$ cat src/rtl/turn_sequencer.sv
// Per-turn controller for the four-in-a-row game: times the player's turn, validates
// player/PC column requests, tracks column heights and issues one board write per turn.
module turn_sequencer #(
  parameter int TICKS_PER_SEC = 50_000_000,
  parameter int TURN_SECS     = 10,
  parameter int COLS          = 7,
  parameter int ROWS          = 6
) (
  input  logic            clk,
  input  logic            rst,
  input  logic            playState,
  input  logic            pcState,
  input  logic            playerValid,
  input  logic [2:0]      playerCol,
  input  logic            pcValid,
  input  logic [2:0]      pcCol,
  output logic            timeExpired,
  output logic            playerMov,
  output logic            pcMov,
  output logic            moveReject,
  output logic            wrEn,
  output logic [2:0]      wrRow,
  output logic [2:0]      wrCol,
  output logic            wrPlayer,
  output logic [3:0]      secondsLeft,
  output logic [COLS-1:0] colFull,
  output logic            boardFull
);

  localparam int              PW        = (TICKS_PER_SEC > 1) ? $clog2(TICKS_PER_SEC) : 1;
  localparam logic [PW-1:0]   PRESC_MAX = PW'(TICKS_PER_SEC - 1);
  localparam logic [3:0]      COLS_W    = 4'(COLS);
  localparam logic [2:0]      ROWS_W    = 3'(ROWS);
  localparam logic [3:0]      SECS_W    = 4'(TURN_SECS);

  typedef enum logic [2:0] {IDLE, P_TURN, P_DONE, C_TURN, C_DONE} state_t;

  state_t          state, state_next;
  logic [PW-1:0]   prescaler, presc_next;
  logic [3:0]      secs_next;
  logic [2:0]      height      [8];
  logic [2:0]      height_next [8];
  logic [7:0]      full_pad;
  logic            p_ok, c_ok, tick;
  logic            wr_next, wr_player_next, p_mov_next, c_mov_next, rej_next, texp_next;
  logic [2:0]      wr_row_next, wr_col_next;
  logic [COLS-1:0] col_full_next;

  // Columns beyond COLS read as not full; the range check rejects them anyway.
  assign full_pad = 8'(colFull);
  assign p_ok     = ({1'b0, playerCol} < COLS_W) && !full_pad[playerCol];
  assign c_ok     = ({1'b0, pcCol} < COLS_W) && !full_pad[pcCol];

  always_comb begin
    // NOTE: every variable gets a default first so no path can infer a latch.
    state_next     = state;
    presc_next     = prescaler;
    secs_next      = secondsLeft;
    height_next    = height;
    wr_next        = 1'b0;
    wr_row_next    = wrRow;
    wr_col_next    = wrCol;
    wr_player_next = wrPlayer;
    p_mov_next     = 1'b0;
    c_mov_next     = 1'b0;
    rej_next       = 1'b0;
    texp_next      = 1'b0;
    tick           = 1'b0;

    case (state)
      IDLE: begin
        if (playState) begin
          state_next = P_TURN;
          secs_next  = SECS_W;
          presc_next = '0;
        end else if (pcState) begin
          state_next = C_TURN;
        end
      end
      P_TURN: begin
        if (!playState) begin
          state_next = IDLE;
        end else if (playerValid && p_ok) begin
          // An accepted move pre-empts a same-edge timer expiry.
          wr_next                = 1'b1;
          wr_row_next            = height[playerCol];
          wr_col_next            = playerCol;
          wr_player_next         = 1'b1;
          p_mov_next             = 1'b1;
          height_next[playerCol] = height[playerCol] + 3'd1;
          state_next             = P_DONE;
        end else begin
          rej_next = playerValid;
          tick     = 1'b1;
        end
      end
      P_DONE: if (!playState) state_next = IDLE;
      C_TURN: begin
        if (!pcState) begin
          state_next = IDLE;
        end else if (pcValid && c_ok) begin
          wr_next            = 1'b1;
          wr_row_next        = height[pcCol];
          wr_col_next        = pcCol;
          wr_player_next     = 1'b0;
          c_mov_next         = 1'b1;
          height_next[pcCol] = height[pcCol] + 3'd1;
          state_next         = C_DONE;
        end else begin
          rej_next = pcValid;
        end
      end
      C_DONE: if (!pcState) state_next = IDLE;
      default: state_next = IDLE;
    endcase

    if (tick) begin
      if (prescaler == PRESC_MAX) begin
        presc_next = '0;
        if (secondsLeft != 4'd0) begin
          secs_next = secondsLeft - 4'd1;
          if (secondsLeft == 4'd1) begin
            texp_next  = 1'b1;
            state_next = P_DONE;
          end
        end
      end else begin
        presc_next = prescaler + PW'(1);
      end
    end

    for (int c = 0; c < COLS; c++) col_full_next[c] = (height_next[c] == ROWS_W);
  end

  always_ff @(posedge clk) begin
    if (!rst) begin
      state       <= IDLE;
      prescaler   <= '0;
      secondsLeft <= '0;
      // NOTE: the height table is board state, so it is cleared by reset like any register.
      for (int c = 0; c < 8; c++) height[c] <= '0;
      wrEn        <= 1'b0;
      wrRow       <= '0;
      wrCol       <= '0;
      wrPlayer    <= 1'b0;
      playerMov   <= 1'b0;
      pcMov       <= 1'b0;
      moveReject  <= 1'b0;
      timeExpired <= 1'b0;
      colFull     <= '0;
      boardFull   <= 1'b0;
    end else begin
      // NOTE: non-blocking assignments so every register updates from pre-edge values.
      state       <= state_next;
      prescaler   <= presc_next;
      secondsLeft <= secs_next;
      height      <= height_next;
      wrEn        <= wr_next;
      wrRow       <= wr_row_next;
      wrCol       <= wr_col_next;
      wrPlayer    <= wr_player_next;
      playerMov   <= p_mov_next;
      pcMov       <= c_mov_next;
      moveReject  <= rej_next;
      timeExpired <= texp_next;
      colFull     <= col_full_next;
      boardFull   <= &col_full_next;
    end
  end

endmodule
$ cat config.mk
export PLATFORM = sky130hd
export DESIGN_NAME = turn_sequencer
export DESIGN_NICKNAME = d
export VERILOG_FILES = /design/src/rtl/turn_sequencer.sv
export SDC_FILE = /design/constraint.sdc
export NUM_CORES = 1
export LEC_CHECK = 0
export ABC_AREA = 1
export BUFFER_PORTS_ARGS = -buffer_cell sky130_fd_sc_hd__buf_2
export CORE_UTILIZATION = 55
export CTS_CLUSTER_DIAMETER = 30
export DETAILED_ROUTE_END_ITERATION = 12
export GPL_TIMING_DRIVEN = 0
export PLACE_DENSITY = 0.74
export SLEW_MARGIN = 40
export SYNTH_ARGS = -nofsm -noshare
export SYNTH_HDL_FRONTEND = slang
export SYNTH_SLANG_ARGS = --single-unit
$ cat constraint.sdc
create_clock -name clk -period 7.78 [get_ports clk]
set_clock_uncertainty 0.2 [all_clocks]
set_input_delay 1.556 -clock clk [delete_from_list [all_inputs] [get_ports clk]]
set_output_delay 1.556 -clock clk [all_outputs]
set_load 0.05 [all_outputs]
==> results.py, run 1 <==
metrics = {
    "outcome": {
        "status": "finished, final reports clean",
    },
    "routing": {
        "drtIter0Drc": 558,
        "wl_per_cell_um": 17.4,
        "drc": 0,
        "dr_total_vias": 5982,
        "ant_nets": 0,
        "first_pass_iters": 6,
        "vias_per_cell": 5.89,
        "wirelength_mm": 17.7,
    },
    "placement": {
        "io_buffer_count": 31,
        "place_hpwl_mm": 13.5,
        "routabilityCongestion": 1.02,
        "dp_slack_ns": 2.75,
        "dp_cells": 1000,
    },
    "critical_path": {
        "required_ns": 7.88,
        "critPathKind": "in2reg",
        "reg2reg_from": "height[9]$_SDFF_PN0_",
        "cp.arrival_ns": 4.94,
        "worstSetupEndpointType": "register",
        "crit_path_start": "pcCol[0]",
        "startpoint_type": "input port",
        "reg2reg_depth": 16,
        "critPathMaxFanout": 10,
    },
    "grt": {
        "grt_max_degree": 15,
        "grt_pass1_vias": 5554,
        "grt_util_all_layers": 0.369,
        "grt_antenna_before_repair": 0,
        "met1_usage": 0.433,
        "globalRouteOverflowTotal": 0,
        "grt_util_met2": 0.630,
        "grtUsageMet3": 0.0871,
        "top_usage_layer": "met2",
        "grt_pass1_wl_mm": 27.8,
    },
    "pwr": {
        "power_density_nw_per_um2": 171,
        "ir_worst_vdd_uv": 88.2,
        "finalPower_mw": 0.978,
        "leakage_nw": 2.51,
    },
    "synth": {
        "avgSynthCellArea_um2": 6.06,
        "synthCells": 858,
        "synthDominantAreaCellType": "dfxtp_1",
        "synth-seq-cells": 77,
        "async_reset_ff_frac": 0,
        "ys_warn_count": 0,
        "netlist_area_um2": 5200,
        "synthTopCellsByArea": "dfxtp_1, nand2_1, nand3_1, inv_1, nor2_1",
        "synth_top_area_share": 0.297,
        "syn-num-nets": 876,
        "synth_edf_count": 0,
        "synthFlopType": "dfxtp_1",
        "synth-seq-area-share": 0.297,
        "ys_types": 47,
    },
    "floorplan": {
        "rows": 35,
        "io_pins": 36,
        "die-height_um": 99.2,
        "start_util": 0.565,
        "die_w_um": 99.2,
        "core_um2": 9200,
        "die_area_um2": 9840,
    },
    "hold_path": {
        "hold_path.class": "reg2reg",
        "hp-start": "height[2]$_SDFFE_PN0P_",
        "min_path_cells": 2,
    },
    "job": {
        "drv_cap": 0,
    },
    "clock_tree": {
        "cts_resized": 0,
        "clk_path_buf_depth": 2,
        "htree_levels": 3,
        "post_cts_buffers": 0,
        "clk_latency_ns": 0.37,
        "cts_tree": "done",
        "clk_pin_slew_worst_paths_ns": 0.09,
        "cts_num_sinks": 77,
        "cts_hold_buf": 0,
        "root_buffer": "clkbuf_8",
        "cts_buffers": 9,
    },
    "sta": {
        "relSlewSlack": 0.434,
        "setup_viol": 0,
        "setup_slack_ns": 2.93,
        "finalCritPeriodShare": 0.623,
        "grt_setup_unrepaired": "false",
        "hold_viol": 0,
        "tns_ns": 0,
        "tightest_slew_ns": 0.849,
        "fmax_mhz": 206,
        "final.min_clock_period_ns": 4.85,
        "slew_violations": 0,
    },
    "cells_and_area": {
        "final_common_cell": "nand2_1",
        "syn_to_final_growth_pct": 9.92,
        "layoutNonFillerInstCount": 1016,
        "layout-drive-gt1-share": 0.116,
        "final_cell_mix": "nand2_1, inv_1, nand3_1",
        "nets": 918,
        "diodes": 0,
        "utilization": 0.621,
    },
}
-- per-stage QoR --
step	hold slack, ns	cell area (um^2)
2_1_floorplan	0.207	5200
3_3_place_gp	0.216	5490
3_5_place_dp	0.223	5490
4_1_cts	0.236	5710
5_1_grt	0.275	5710
6_report	0.233	5710
-- Yosys cell counts (3+ instances only) --
library cell	n
a221oi_1	4
ha_1	6
nand2_2	5
o21ai_0	32
nor2_1	89
nand3b_1	4
buf_4	4
nor3_1	12
inv_2	11
nor4_1	9
nand3_1	91
nand2_1	253
dfxtp_1	77
nor2_4	3
xor2_1	5
a31oi_1	10
o21ai_1	6
buf_2	8
o211ai_1	10
nand3_2	6
clkinv_1	7
a21oi_1	43
nor2_2	10
clkbuf_1	12
nand4_1	14
inv_1	100
-- state kept, by name (all words and copies together) (netlist names), 3 cells and up --
| signal | cells |
|---|---|
| height | 24 |
| state | 3 |
| colFull | 7 |
| secondsLeft | 4 |
| wrCol | 3 |
| wrRow | 3 |
| prescaler | 26 |
-- cells by family (layout without fill, tap and decap cells) --
| family | after synthesis | count (layout) | share of synthesized area |
|---|---|---|---|
| XOR/XNOR | 5 | 5 | 0.00842 |
| buffers and inverters | 147 | 194 | 0.115 |
| flip-flops | 77 | 77 | 0.297 |
| AO/OA/AOI/OAI | 117 | 117 | 0.129 |
| adder cells (fa/ha/maj) | 6 | 6 | 0.0144 |
| AND/OR/NAND/NOR | 506 | 506 | 0.437 |
-- power by group --
group	switching, mW	leakage (nW)	internal (mW)
clock network	0.174	0.107	0.184
logic	0.155	1.78	0.0502
registers	0.00906	0.623	0.406
total	0.338	2.51	0.640
-- per-layer routing --
metal | share of wire | vias to the layer above
li1 | - | 2872
met2 | 0.47 | 327
met4 | 0.045 | 0
met3 | 0.095 | 80
met1 | 0.39 | 2703
met5 | 0 | -
-- cell type report --
| class | instances | area [um^2] |
|---|---|---|
| sequential | 77 | 1540 |
| multi-input combinational | 634 | 3060 |
| clock buffer | 10 | 128 |
| buffer | 27 | 141 |
| clock inverter | 6 | 93.8 |
| inverter | 120 | 454 |
| timing repair buffer | 31 | 155 |
| fill | 921 | 3480 |
| tap | 111 | 139 |
-- final timing paths --
check	endpoint	slack, ns
worst min-delay path	height[2]$_SDFFE_PN0P_	0.23
worst max register to register	boardFull$_SDFF_PN0_	4.26
worst max-delay path	boardFull$_SDFF_PN0_	2.93
worst min register to register	height[2]$_SDFFE_PN0P_	0.23
-- worst max-delay path, stage by stage --
cell,delay [ns]
buf_2,0.11
buf_4,0.17
buf_2,0.20
o211ai_1,0.33
nand3_1,0.11
nor2_1,0.50
inv_1,0.32
ha_1,0.28
nand3_1,0.08
nand2_1,0.23
nand2_1,0.15
nand3_1,0.08
nand3_1,0.14
nand2_1,0.08
nor2_1,0.22
nand2_1,0.10
nor2_1,0.10
nand2_1,0.06
nor2_1,0.11
(Power assumes the default switching activity.)
==> run 2: changes to the inputs <==
--- a/config.mk
+++ b/config.mk
@@ -5,7 +5,7 @@
 export SDC_FILE = /design/constraint.sdc
 export NUM_CORES = 1
 export LEC_CHECK = 0
-export ABC_AREA = 1
+export ABC_AREA = 0
 export BUFFER_PORTS_ARGS = -buffer_cell sky130_fd_sc_hd__buf_2
 export CORE_UTILIZATION = 55
 export CTS_CLUSTER_DIAMETER = 30
==> constraint.sdc (replaced) <==
create_clock -name clk -period 5 [get_ports clk]
set_clock_uncertainty 0.2 [all_clocks]
set_input_delay 1 -clock clk [delete_from_list [all_inputs] [get_ports clk]]
set_output_delay 1 -clock clk [all_outputs]
set_load 0.05 [all_outputs]
==> run 2 against run 1 <==
Die area fell by 5.4%. Final area fell by 4.6%. Critical path depth fell by 4. First-iteration DRC count rose by 23%. Power rose by 50%. Critical path type unchanged.
==> results.py, run 2 <==
metrics = {
    "critical_path": {
        "critPathBufInv": 4,
        "max_stage_delay_ns": 0.60,
        "cp_slowest_cell": "or4b_2",
        "cp_top_family": "simple AND/OR/NAND/NOR gates",
        "r2r_end": "boardFull$_SDFF_PN0_",
        "critPathKind": "in2reg",
        "critPathMaxFanout": 10,
        "cp.arrival_ns": 4.78,
        "cp_common_cell": "buf_2",
        "reg2reg_from": "height[21]$_SDFF_PN0_",
        "regToRegSetupSlack_ns": 1.03,
        "worstSetupEndpointType": "register",
        "crit_chain": "buf_2 > buf_4 > buf_2 > nor4b_1 > a211oi_1 > and2_1 > inv_1 > ha_1 > and3b_1 > or4b_2 > a21oi_1 > a221oi_1 > nor3_1 > nand4_1 > nor4_2",
        "reg2reg_depth": 12,
        "required_ns": 5.08,
        "startpoint_type": "input port",
    },
    "sta": {
        "setup_viol": 0,
        "finalCritPeriodShare": 0.940,
        "setup_slack_ns": 0.299,
        "hold_viol": 0,
        "relSlewSlack": 0.474,
        "grt_setup_unrepaired": "false",
        "fmax_mhz": 213,
        "tns_ns": 0,
        "slew_violations": 0,
        "tightest_slew_ns": 0.783,
        "final.min_clock_period_ns": 4.70,
    },
    "floorplan": {
        "die_area_um2": 9320,
        "core_um2": 8680,
        "die-height_um": 96.5,
        "rows": 34,
        "start_util": 0.566,
        "die_w_um": 96.5,
        "io_pins": 36,
    },
    "pwr": {
        "internal-power_mw": 0.992,
        "power_frac_comb": 0.182,
        "ir_worst_vdd_uv": 145,
        "power_frac_clock": 0.382,
        "finalPower_mw": 1.47,
        "seqPwrFrac": 0.436,
        "power.switching_mw": 0.475,
        "swShare": 0.324,
        "power_density_nw_per_um2": 269,
        "leakage_nw": 2.03,
    },
    "cells_and_area": {
        "layoutNonFillerInstCount": 774,
        "regArea_um2": 1540,
        "largest_register_ffs": 26,
        "reg_top3": "prescaler (26), height (24), colFull (7)",
        "syn_to_final_growth_pct": 10.9,
        "nets": 678,
        "final_cell_mix": "dfxtp_1, nor2_1, nand2_1",
        "multi_input_area_um2": 3150,
        "fill_cells": 793,
        "top_register": "prescaler",
        "layout-drive-gt1-share": 0.138,
        "fin_area_um2": 5450,
        "final_common_cell": "dfxtp_1",
    },
    "synth": {
        "synth_most_common_cell": "dfxtp_1",
        "netlist_area_um2": 4910,
        "ys_types": 76,
        "synthTopCellsByArea": "dfxtp_1, nor2_1, mux2i_1, nand2_1, nor3_1",
        "synth-seq-area-share": 0.314,
        "async_reset_ff_frac": 0,
        "synthCells": 617,
        "avgSynthCellArea_um2": 7.96,
        "syn-num-nets": 635,
        "synthDominantAreaCellType": "dfxtp_1",
        "synth-seq-cells": 77,
        "synth_top_area_share": 0.314,
        "ys_warn_count": 0,
        "synth_common_cells": "dfxtp_1, nor2_1, nand2_1",
        "synth_edf_count": 0,
        "synthFlopType": "dfxtp_1",
    },
    "grt": {
        "globalRouteOverflowTotal": 0,
        "grt_antenna_before_repair": 1,
        "grt_util_all_layers": 0.377,
        "grt_pass1_wl_mm": 25.7,
        "grt_max_degree": 16,
        "grt_pass1_vias": 4617,
    },
    "routing": {
        "first_pass_iters": 5,
        "wirelength_mm": 16.9,
        "dr_total_vias": 5232,
        "drtIter0Drc": 684,
        "drc": 0,
        "ant_nets": 0,
        "wl_per_cell_um": 21.9,
        "vias_per_cell": 6.76,
    },
    "job": {
        "drv_cap": 0,
    },
    "placement": {
        "routabilityCongestion": 1.06,
        "place_hpwl_mm": 12.4,
        "dp_slack_ns": 0.114,
        "dp_cells": 757,
        "postPlaceCellArea_um2": 5220,
        "io_buffer_count": 32,
    },
    "hold_path": {
        "min_path_cells": 2,
        "hp-start": "wrCol[0]$_SDFFE_PN0P_",
        "whs_endpoint": "wrCol[0]$_SDFFE_PN0P_",
        "hold_path.class": "reg2reg",
    },
    "clock_tree": {
        "post_cts_buffers": 0,
        "cts_hold_buf": 0,
        "htree_levels": 3,
        "clk_path_buf_depth": 2,
        "cts_buffers": 9,
        "clk_latency_ns": 0.37,
        "cts_tree": "done",
        "cts_resized": 0,
        "root_buffer": "clkbuf_8",
        "cts_num_sinks": 77,
        "clk_pin_slew_worst_paths_ns": 0.09,
    },
    "outcome": {
        "status": "finished, final reports clean",
    },
}
[run 2: power groups by stage]
stage / clock [mW] / combinational [mW] / sequential (mW)
2_1_floorplan: 0 / 0.160 / 0.665
3_3_place_gp: 0 / 0.253 / 0.653
3_5_place_dp: 0 / 0.256 / 0.653
4_1_cts: 0.567 / 0.257 / 0.639
5_1_grt: 0.588 / 0.284 / 0.641
6_report: 0.560 / 0.268 / 0.640
[run 2: worst min-delay path: stages, from the launching register on]
cell and delay (ns):
dfxtp_1 0.31, nand3_1 0.06, o31ai_1 0.06
[run 2: worst max path at each step]
stage | startpoint | to | slack (ns) | depth (start not counted)
2_1_floorplan | playerCol[2] | boardFull$_SDFF_PN0_ | 0.90 | 14
3_3_place_gp | playerCol[2] | boardFull$_SDFF_PN0_ | 0.05 | 15
3_5_place_dp | playerCol[1] | boardFull$_SDFF_PN0_ | 0.11 | 15
4_1_cts | playerCol[1] | boardFull$_SDFF_PN0_ | 0.47 | 15
5_1_grt | playerCol[1] | boardFull$_SDFF_PN0_ | 0.23 | 16
6_report | playerCol[1] | boardFull$_SDFF_PN0_ | 0.30 | 15
[run 2: cells by family after synthesis]
kind of cell,after synthesis,synth area share
and+or+nand+nor,295,0.323
AOI/OAI and AO/OA,148,0.209
DFF,77,0.314
buffers and inverters,56,0.0481
muxes,33,0.0873
adders and majority gates,6,0.0153
xor gates and xnor gates,2,0.00357
[run 2: final cells by class]
cell class,count,area share
Multi-Input combinational cell,484,0.578
Sequential cell,77,0.283
Buffer,39,0.0317
Timing Repair Buffer,32,0.0294
Tap cell,108,0.0248
Clock buffer,9,0.0227
Clock inverter,7,0.0188
Inverter,17,0.0117
Antenna cell,1,0.000459
[run 2: metrics by stage]
stage | utilization | hold slack, ns
after floorplan | - | 0.240
after global placement | 0.600 | 0.253
after detailed placement | 0.601 | 0.263
after CTS | 0.627 | 0.281
after global routing | 0.628 | 0.302
final | 0.628 | 0.279
[run 2: routing by layer]
metal / up-vias / track usage / share of wire / routed length [um]
met5: - / 0 / 0 / 0
met4: 0 / 0.196 / 0.037 / 626
met3: 61 / 0.109 / 0.13 / 2120
met2: 344 / 0.512 / 0.41 / 7000
met1: 2433 / 0.534 / 0.42 / 7200
li1: 2394 / - / - / -
==> run 3: changes to the inputs <==
--- a/config.mk
+++ b/config.mk
@@ -12,6 +12,7 @@
 export DETAILED_ROUTE_END_ITERATION = 12
 export GPL_TIMING_DRIVEN = 0
 export PLACE_DENSITY = 0.74
+export RECOVER_POWER = 50
 export SLEW_MARGIN = 40
 export SYNTH_ARGS = -nofsm -noshare
 export SYNTH_HDL_FRONTEND = slang
==> run 3 against run 2 <==
Core utilization fell by 0.42 points. Final cell count fell by 0.13%. The run now ends with DRC left. Fmax fell by 2.1%. Non-clock buffer count did not move. Wire length barely moved. Sequential power barely moved. Global-route usage did not move. Clock-buffer cell count did not move. Combinational power barely moved. Largest power group unchanged. Critical path depth fell by 1.
==> results.py, run 3 (synthesis results as in run 2) <==
metrics = {
    "routing": {
        "drtIter0Drc": 641,
        "ant_nets": 0,
        "wirelength_mm": 16.9,
        "drc": 1,
        "wl_per_cell_um": 21.9,
        "first_pass_iters": 10,
        "dr_total_vias": 5286,
        "vias_per_cell": 6.84,
    },
    "clock_tree": {
        "clk_pin_slew_worst_paths_ns": 0.09,
        "cts_num_sinks": 77,
        "clk_latency_ns": 0.37,
        "cts_resized": 0,
        "clk_path_buf_depth": 2,
        "cts_buffers": 9,
        "htree_levels": 3,
        "cts_tree": "done",
        "post_cts_buffers": 0,
        "cts_hold_buf": 0,
        "root_buffer": "clkbuf_8",
    },
    "floorplan": {
        "die-height_um": 96.5,
        "start_util": 0.566,
        "die_area_um2": 9320,
        "rows": 34,
        "die_w_um": 96.5,
        "io_pins": 36,
        "core_um2": 8680,
    },
    "grt": {
        "grt_max_degree": 16,
        "globalRouteOverflowTotal": 0,
        "grt_pass1_wl_mm": 25.7,
        "grt_pass1_vias": 4617,
        "grt_antenna_before_repair": 0,
        "grt_util_all_layers": 0.377,
    },
    "cells_and_area": {
        "syn_to_final_growth_pct": 10.2,
        "final_common_cell": "dfxtp_1",
        "largest_register_ffs": 26,
        "top_register": "prescaler",
        "layout-drive-gt1-share": 0.0977,
        "fill_cells": 806,
        "nets": 678,
        "diodes": 0,
        "final_cell_mix": "dfxtp_1, nor2_1, clkbuf_1, nand2_1, nor3_1",
        "utilization": 0.624,
        "reg_top3": "prescaler (26), height (24), colFull (7)",
    },
    "critical_path": {
        "crit_path_start": "playerCol[0]",
        "required_ns": 5.08,
        "max_stage_delay_ns": 0.60,
        "crit_chain": "buf_2 > clkbuf_1 > nor4b_1 > a211oi_1 > and2_1 > inv_1 > ha_1 > and3b_1 > or4b_2 > a21oi_1 > a221oi_1 > nor3_1 > nand4_1 > nor4_2",
        "critPathMaxFanout": 10,
        "critPathKind": "in2reg",
        "worstSetupEndpointType": "register",
        "reg2reg_from": "height[21]$_SDFF_PN0_",
        "startpoint_type": "input port",
        "regToRegSetupSlack_ns": 1.03,
        "cp_slowest_cell": "or4b_2",
        "cp_top_family": "simple AND/OR/NAND/NOR gates",
        "cp.arrival_ns": 4.88,
        "critPathBufInv": 3,
    },
    "sta": {
        "slew_violations": 0,
        "final.min_clock_period_ns": 4.80,
        "grt_setup_unrepaired": "false",
        "tightest_slew_ns": 0.788,
        "setup_viol": 0,
        "finalCritPeriodShare": 0.961,
        "fmax_mhz": 208,
        "tns_ns": 0,
        "hold_viol": 0,
        "relSlewSlack": 0.471,
    },
    "pwr": {
        "power_density_nw_per_um2": 271,
        "leakage_nw": 1.92,
        "ir_worst_vdd_uv": 145,
    },
    "outcome": {
        "failed_checks": "DRC",
        "status": "finished with violations",
    },
    "placement": {
        "place_hpwl_mm": 12.4,
        "io_buffer_count": 32,
        "routabilityCongestion": 1.06,
    },
    "hold_path": {
        "hp-start": "wrCol[0]$_SDFFE_PN0P_",
        "hold_path.class": "reg2reg",
    },
    "job": {
        "drv_cap": 0,
    },
}
run 3: cell count changes in the layout (fill, tap and decap cells not counted):
cell / before / now
and2_1: 18 / 14
clkbuf_1: 25 / 52
and2_0: 0 / 4
buf_2: 41 / 14
diode_2: 1 / 0
run 3: where the power goes:
group	switching (mW)	internal, mW
sequential	0.0144	0.625
clock	0.272	0.289
combinational	0.190	0.0757
run 3: worst register-to-register path, stage by stage, from the launching register on:
cell,delay (ns)
dfxtp_1,0.38
nor4b_1,0.17
a211oi_1,0.49
and2_1,0.32
inv_1,0.07
ha_1,0.43
and3b_1,0.30
or4b_2,0.61
a21oi_1,0.15
a221oi_1,0.11
nor3_1,0.20
nand4_1,0.22
nor4_2,0.25
run 3: metrics by stage:
step	cell area [um^2]	worst slack [ns]	instances	total power, mW	hold WS, ns
floorplan	4910	0.900	617	0.824	0.240
global placement	5210	0.0460	757	0.906	0.253
detailed placement	5220	0.114	757	0.909	0.263
CTS	5440	0.470	773	1.46	0.281
global route	5410	0.130	773	1.51	0.305
finish	5410	0.197	773	1.47	0.284
run 3: metal layers:
metal  global-route usage  routed length [um]  vias up
met1                0.534                7020     2457
met5                    0                   0        -
met2                0.512                6980      367
li1                     -                   -     2400
met4                0.196                 632        0
met3                0.109                2300       62
run 3: path summary, 6_finish.rpt:
kind,to,cells past startpoint
min reg2reg,wrCol[0]$_SDFFE_PN0P_,2
max,boardFull$_SDFF_PN0_,14
min,wrCol[0]$_SDFFE_PN0P_,2
max reg2reg,boardFull$_SDFF_PN0_,12
run 3: cell type report:
cell class	instances	area (um^2)	area share
buffer	39	169	0.0312
tap	108	135	0.0250
sequential	77	1540	0.285
timing repair buffer	32	130	0.0240
inverter	17	63.8	0.0118
clock inverter	7	103	0.0190
multi-input combinational	484	3150	0.581
clock buffer	9	124	0.0229
